**config.mk**
```make
export PLATFORM = sky130hd
export DESIGN_NAME = regfile_sb
export DESIGN_NICKNAME = d
export VERILOG_FILES = /design/src/rtl/regfile_pkg.sv /design/src/rtl/regfile_scoreboard.sv /design/src/rtl/regfile_sb.sv
export SDC_FILE = /design/constraint.sdc
export NUM_CORES = 2
export LEC_CHECK = 0
export CAP_MARGIN = 30
export CORE_MARGIN = 3
export CORE_UTILIZATION = 40
export CTS_CLUSTER_SIZE = 16
export DETAILED_ROUTE_END_ITERATION = 8
export PLACE_DENSITY = 0.56
export SYNTH_ARGS = -nofsm -noshare
export SYNTH_HDL_FRONTEND = slang
export SYNTH_SLANG_ARGS = --single-unit
```
**constraint.sdc**
```tcl
create_clock -name clk -period 8.75 [get_ports clk]
set_clock_uncertainty 0.1 [all_clocks]
set_input_delay 2.1875 -clock clk [delete_from_list [all_inputs] [get_ports clk]]
set_output_delay 2.1875 -clock clk [all_outputs]
set_load 0.02 [all_outputs]
```
**src/rtl/regfile_pkg.sv**
```systemverilog
// regfile_pkg: shared constants, address-width helper, read-port array types
// and the reset-value function for the regfile_sb register file.
package regfile_pkg;

    localparam int XLEN_DEF  = 32;
    localparam int NREGS_DEF = 32;
    localparam int NRD_MAX   = 4;

    // Address width for a file of nregs registers (nregs is a power of two, >= 2).
    function automatic int calc_aw(input int nregs);
        return (nregs < 2) ? 1 : $clog2(nregs);
    endfunction

    localparam int AW_DEF = calc_aw(NREGS_DEF);

    // Read-port address/data arrays at the default geometry.
    typedef logic [NRD_MAX-1:0][AW_DEF-1:0]   rd_addr_arr_t;
    typedef logic [NRD_MAX-1:0][XLEN_DEF-1:0] rd_data_arr_t;

    // Reset contents of register idx before truncation to the data width.
    function automatic logic [63:0] reset_value(input int idx, input int stride);
        return 64'(idx) * 64'(stride);
    endfunction

endpackage

```
**src/rtl/regfile_scoreboard.sv**
```systemverilog
// regfile_scoreboard: per-register busy bits for pending long-latency writes,
// issue/clear priority, sticky protocol-error flag and per-read-port busy lookup.
// Optional macro REGFILE_BYPASS_EN: a wr1 clear this cycle hides busy on reads.
module regfile_scoreboard
    import regfile_pkg::*;
#(
    parameter int NREGS = NREGS_DEF,
    parameter int NRD   = 2,
    localparam int AW   = calc_aw(NREGS)
) (
    input  logic              clk,
    input  logic              rst_n,
    input  logic              iss_en,
    input  logic [AW-1:0]     iss_addr,
    input  logic              wr1_en,
    input  logic [AW-1:0]     wr1_addr,
    input  logic [NRD*AW-1:0] rd_addr,
    output logic [NRD-1:0]    rd_busy,
    output logic              sb_err
);

    logic [NREGS-1:0] busy_q;
    logic [NREGS-1:0] busy_d;
    logic             sb_err_q;
    logic             sb_err_d;

    // Next busy vector: wr1 clears, a same-cycle issue to the same register wins.
    always_comb begin
        busy_d = busy_q;
        if (wr1_en) begin
            busy_d[wr1_addr] = 1'b0;
        end
        if (iss_en && (iss_addr != '0)) begin
            busy_d[iss_addr] = 1'b1;
        end
        busy_d[0] = 1'b0;
    end

    // Sticky error: issue to a busy register not being cleared, or wr1 to a non-busy one.
    always_comb begin
        sb_err_d = sb_err_q;
        if (iss_en && busy_q[iss_addr] && !(wr1_en && (wr1_addr == iss_addr))) begin
            sb_err_d = 1'b1;
        end
        if (wr1_en && (wr1_addr != '0) && !busy_q[wr1_addr]) begin
            sb_err_d = 1'b1;
        end
    end

    // Scoreboard state; reset drops every pending write immediately.
    always_ff @(posedge clk or negedge rst_n) begin
        if (!rst_n) begin
            busy_q   <= '0;
            sb_err_q <= 1'b0;
        end else begin
            busy_q   <= busy_d;
            sb_err_q <= sb_err_d;
        end
    end

    // Per-port busy lookup, optionally hiding a register being cleared this cycle.
    always_comb begin
        rd_busy = '0;
        for (int k = 0; k < NRD; k++) begin
            rd_busy[k] = busy_q[rd_addr[k*AW +: AW]];
`ifdef REGFILE_BYPASS_EN
            if (wr1_en && (wr1_addr == rd_addr[k*AW +: AW]) &&
                !(iss_en && (iss_addr == rd_addr[k*AW +: AW]))) begin
                rd_busy[k] = 1'b0;
            end
`endif
        end
    end

    assign sb_err = sb_err_q;

endmodule

```
**src/rtl/regfile_sb.sv**
```systemverilog
// regfile_sb: multi-read, dual-write register file with a pending-write
// scoreboard. Port 0 carries ALU results, port 1 carries long-latency results
// and clears busy. Register 0 is hard-wired to zero.
// Optional macro REGFILE_BYPASS_EN: same-cycle write data forwarded to reads.
module regfile_sb
    import regfile_pkg::*;
#(
    parameter int XLEN         = XLEN_DEF,
    parameter int NREGS        = NREGS_DEF,
    parameter int NRD          = 2,
    parameter int RESET_STRIDE = 10,
    localparam int AW          = calc_aw(NREGS)
) (
    input  logic                clk,
    input  logic                rst_n,
    input  logic [NRD*AW-1:0]   rd_addr,
    output logic [NRD*XLEN-1:0] rd_data,
    output logic [NRD-1:0]      rd_busy,
    output logic                hazard,
    input  logic                wr0_en,
    input  logic [AW-1:0]       wr0_addr,
    input  logic [XLEN-1:0]     wr0_data,
    input  logic                wr1_en,
    input  logic [AW-1:0]       wr1_addr,
    input  logic [XLEN-1:0]     wr1_data,
    input  logic                iss_en,
    input  logic [AW-1:0]       iss_addr,
    output logic                sb_err
);

    logic [XLEN-1:0] storage_q [NREGS];
    logic [XLEN-1:0] storage_d [NREGS];

    // Reset contents of register idx, truncated to the data width; r0 is zero.
    function automatic logic [XLEN-1:0] reset_word(input int idx);
        if (idx == 0) begin
            return '0;
        end
        return XLEN'(reset_value(idx, RESET_STRIDE));
    endfunction

    // Next storage: wr1 applied first so a colliding wr0 overwrites it; r0 never written.
    always_comb begin
        for (int r = 0; r < NREGS; r++) begin
            storage_d[r] = storage_q[r];
        end
        if (wr1_en && (wr1_addr != '0)) begin
            storage_d[wr1_addr] = wr1_data;
        end
        if (wr0_en && (wr0_addr != '0)) begin
            storage_d[wr0_addr] = wr0_data;
        end
    end

    // Storage registers; reset restores the stride pattern.
    always_ff @(posedge clk or negedge rst_n) begin
        if (!rst_n) begin
            for (int r = 0; r < NREGS; r++) begin
                storage_q[r] <= reset_word(r);
            end
        end else begin
            for (int r = 0; r < NREGS; r++) begin
                storage_q[r] <= storage_d[r];
            end
        end
    end

    // Read ports: storage lookup, optionally forwarding same-cycle writes (wr0 first).
    always_comb begin
        rd_data = '0;
        for (int k = 0; k < NRD; k++) begin
            if (rd_addr[k*AW +: AW] != '0) begin
                rd_data[k*XLEN +: XLEN] = storage_q[rd_addr[k*AW +: AW]];
`ifdef REGFILE_BYPASS_EN
                if (rst_n && wr0_en && (wr0_addr == rd_addr[k*AW +: AW])) begin
                    rd_data[k*XLEN +: XLEN] = wr0_data;
                end else if (rst_n && wr1_en && (wr1_addr == rd_addr[k*AW +: AW])) begin
                    rd_data[k*XLEN +: XLEN] = wr1_data;
                end
`endif
            end
        end
    end

    regfile_scoreboard #(
        .NREGS (NREGS),
        .NRD   (NRD)
    ) u_scoreboard (
        .clk      (clk),
        .rst_n    (rst_n),
        .iss_en   (iss_en),
        .iss_addr (iss_addr),
        .wr1_en   (wr1_en),
        .wr1_addr (wr1_addr),
        .rd_addr  (rd_addr),
        .rd_busy  (rd_busy),
        .sb_err   (sb_err)
    );

    assign hazard = |rd_busy;

endmodule

```
==> summary.md <==
| Metric | Value |
|---|---|
| Buf/Inv on CP | `4` |
| Most frequent cells in the layout | `979 x mux2i_1, 945 x dfrtp_1, 647 x nor2_1, 640 x a21oi_1, 630 x mux4_2` |
| Die Wd | `410.4 um` |
| Final net count | `5,814` |
| Max Cap Viol | `0` |
| Final setup viols | `0` |
| Final Max Tran Viols | `0` |
| Fill cells | `14,640` |
| Die height | `410.4 um` |
| Critical path's slowest cell | `clkdlybuf4s50_1` |
| CP startpoint kind | `input pin` |
| Rel. slew slack | `0.2446` |
| Num CTS Buffers | `117` |
| Commonest non-fill, non-tap cell in the layout | `mux2i_1` |
| RSZ-0062 raised after global routing | `false` |
| Synth Area per Inst | `11.09 um^2` |
| Largest net degree at the start of global routing | `167` |
| Htree depth | `3` |
| IO Count | `162` |
| Total Routed Length | `262,500 um` |
| Number of flops mapped to enable cells by yosys | `0` |
| LEAKAGE | `29.71 nW` |
| Post-detail-place hpwl | `156,300 um` |
| Async SR Flop Fraction | `1.000` |
| Initial antenna violation count | `23` |
| CTS sink count | `1,056` |
| Clock root buffer | `clkbuf_16` |
| Crit path cell chain | `buf_8, buf_12, mux4_2, mux4_2, inv_1, o21ai_0, clkdlybuf4s50_1` |
| Syn Std Cell Area | `0.06542 mm^2` |
| Slew @ Worst Pin | `1.133 ns` |
| Worst endpoint data arrival time | `5.46 ns` |
| Hold Slack | `0.2831 ns` |
| Crit Path Class | `input pin to output port` |
| Register area share after synthesis | `0.4061` |
| Area post-placement | `0.07030 mm^2` |
| Clock transition at the registers of the reported paths | `0.06 ns` |
| Setup repair bufs after CTS | `0` |
| Number of buffers added on ports | `161` |
| DRC violation count after routing | `0` |
| Worst IR Drop VDD | `173.6 uV` |
| Initial core utilization | `0.4051` |
| Longest Clk Path Bufs | `3` |
| Worst min-delay path category | `flip-flop to flip-flop` |
| CP dominant cell by count | `mux4_2` |
| Clock insertion delay at the later pin of the skew report | `0.73 ns` |
| Share of cells above drive strength 1 | `0.2298` |
| CP delay by family, top | `buffers and inverters` |
| CTS tree | `yes` |
| Mapped Nets | `5,991` |
| Routability cong. | `0.8549` |
| Wirelength per Cell | `32.83 um` |
| Pwr dens | `232.4 mW/mm^2` |
| Final Hold Viols | `0` |
| Gr usage total | `0.3074` |
| DR iter-0 viols | `7,369` |
| Post-cts sizing count | `0` |
| Post-route cell area | `0.07476 mm^2` |
| Yosys Warn Count | `0` |
| Minimum clock period | `7.747 ns` |
| Flops & latches, synth | `1,056` |
| Top_reg_cell synth | `dfrtp_1` |
| Vias per Instance | `6.385` |
| Final Cycle Share | `0.8854` |
| Status | `finished, final reports clean` |
| Total negative setup slack | `0 ns` |
| Max Fclk | `129.1 MHz` |
| DRT antenna net count | `0` |
| Max incr delay on CP | `0.76 ns` |
| WP data required | `6.46 ns` |
| Die area | `0.1684 mm^2` |
| Core outline area | `0.1615 mm^2` |
| Vias after detailed routing | `51,060` |
| Row count | `147` |
| Cts hold-fix bufs | `0` |
| DRT Pass-1 Iters | `6` |
| Vias in the first global route | `48,880` |
| Cells after Synth | `5,897` |
| First-pass GRT wire length | `374,500 um` |
| Endpoint class of the critical path | `output port` |
| Synth cell types | `52` |
| Worst-path fanout max | `92` |
| Grt ovf | `0` |
| Post-synthesis to final-layout area growth | `14.28%` |
## synthesized netlist by cell type, types with 2 or more instances
library cell	instances	area, um^2
a211oi_1	4	30.03
a21oi_1	641	3208
a22oi_1	39	292.8
a32oi_1	29	254.0
and2_0	2	12.51
and2_1	2	12.51
and3_1	6	37.54
buf_1	76	285.3
buf_2	138	690.7
buf_4	12	90.09
clkbuf_1	479	1798
dfrtp_1	945	23650
dfstp_2	111	2917
inv_1	43	161.4
mux2_2	67	754.5
mux2i_1	979	9799
mux4_2	630	14190
nand2_1	467	1753
nand2b_1	7	43.79
nand3_1	11	55.05
nand3b_1	11	82.58
nand4b_1	3	26.28
nor2_1	674	2530
nor2_4	2	22.52
nor2b_1	5	31.28
nor3_1	8	40.04
nor3b_1	7	52.55
o21ai_0	460	2302
o22ai_1	9	56.30
o41ai_1	2	17.52
or3_1	2	12.51
or3b_2	3	26.28
xor2_1	4	35.03
## worst reg2reg max path, stage by stage, from the launching register on
cell	delay (ns)
dfrtp_1	0.44
mux4_2	0.49
nor2b_1	0.15
a2111oi_0	0.38
nor4b_1	0.51
a311o_1	0.18
## sequential cells by signal, summed over array words and instances (netlist names)
name,flops
u_scoreboard.busy_q,31
u_scoreboard.sb_err,1
storage_q,1024
## kinds of logic after synthesis
logic type      Yosys count  synth area share
mux                    1676            0.3782
simple gates           1218           0.07333
compound gates         1193           0.09532
flops                  1056            0.4061
buf+inv                 749           0.04642
xor+xnor                  5         0.0006694
## cell type report
cell class | count | area, um^2 | share of cell area
clock buffer | 175 | 3550 | 0.04748
inverter | 43 | 161.4 | 0.002159
sequential | 1056 | 26560 | 0.3553
multi-input combinational | 4092 | 36290 | 0.4854
antenna | 14 | 35.03 | 0.0004686
tap | 2160 | 2703 | 0.03615
timing repair buffer | 410 | 4713 | 0.06304
clock inverter | 46 | 743.2 | 0.009941
## stage by stage
step	instances	util	total power, mW	setup WS (ns)
6_report	7996	0.4630	17.37	1.003
5_1_grt	7985	0.4628	18.10	1.007
4_1_cts	7977	0.4619	17.33	1.129
3_5_place_dp	7756	0.4354	11.78	1.148
3_3_place_gp	7706	0.4282	11.58	1.120
2_1_floorplan	5897	-	10.25	2.269
## final timing paths
path	depth (start not counted)	startpoint	end	slack, ns
worst max-delay path	7	rd_addr[6]	rd_data[37]	1.00
worst max register to register	5	u_scoreboard.busy_q[31]$_DFF_PN0_	u_scoreboard.sb_err$_DFFE_PN0P_	6.44
min in group asynchronous	1	rst_n	storage_q[495]$_DFF_PN0_	1.42
max in group asynchronous	2	rst_n	storage_q[597]$_DFF_PN0_	5.51
worst min register to register	0	storage_q[1023]$_DFF_PN0_	storage_q[1023]$_DFF_PN0_	0.28
worst min-delay path	0	storage_q[1023]$_DFF_PN0_	storage_q[1023]$_DFF_PN0_	0.28
## where the power goes
part	total, mW	internal [mW]	switching [mW]
registers	7.30	6.25	1.04
logic	4.51	2.53	1.98
clock network	5.57	3.35	2.22
## routing by layer
layer / up-vias / track usage / part of all wire
met2: 3141 / 0.4501 / 0.43
li1: 21260 / - / -
met1: 26110 / 0.4426 / 0.41
met4: 14 / 0.1095 / 0.039
met5: - / 0 / 0.00035
met3: 540 / 0.07686 / 0.11
Note: power is estimated with default switching activity, not from simulation.
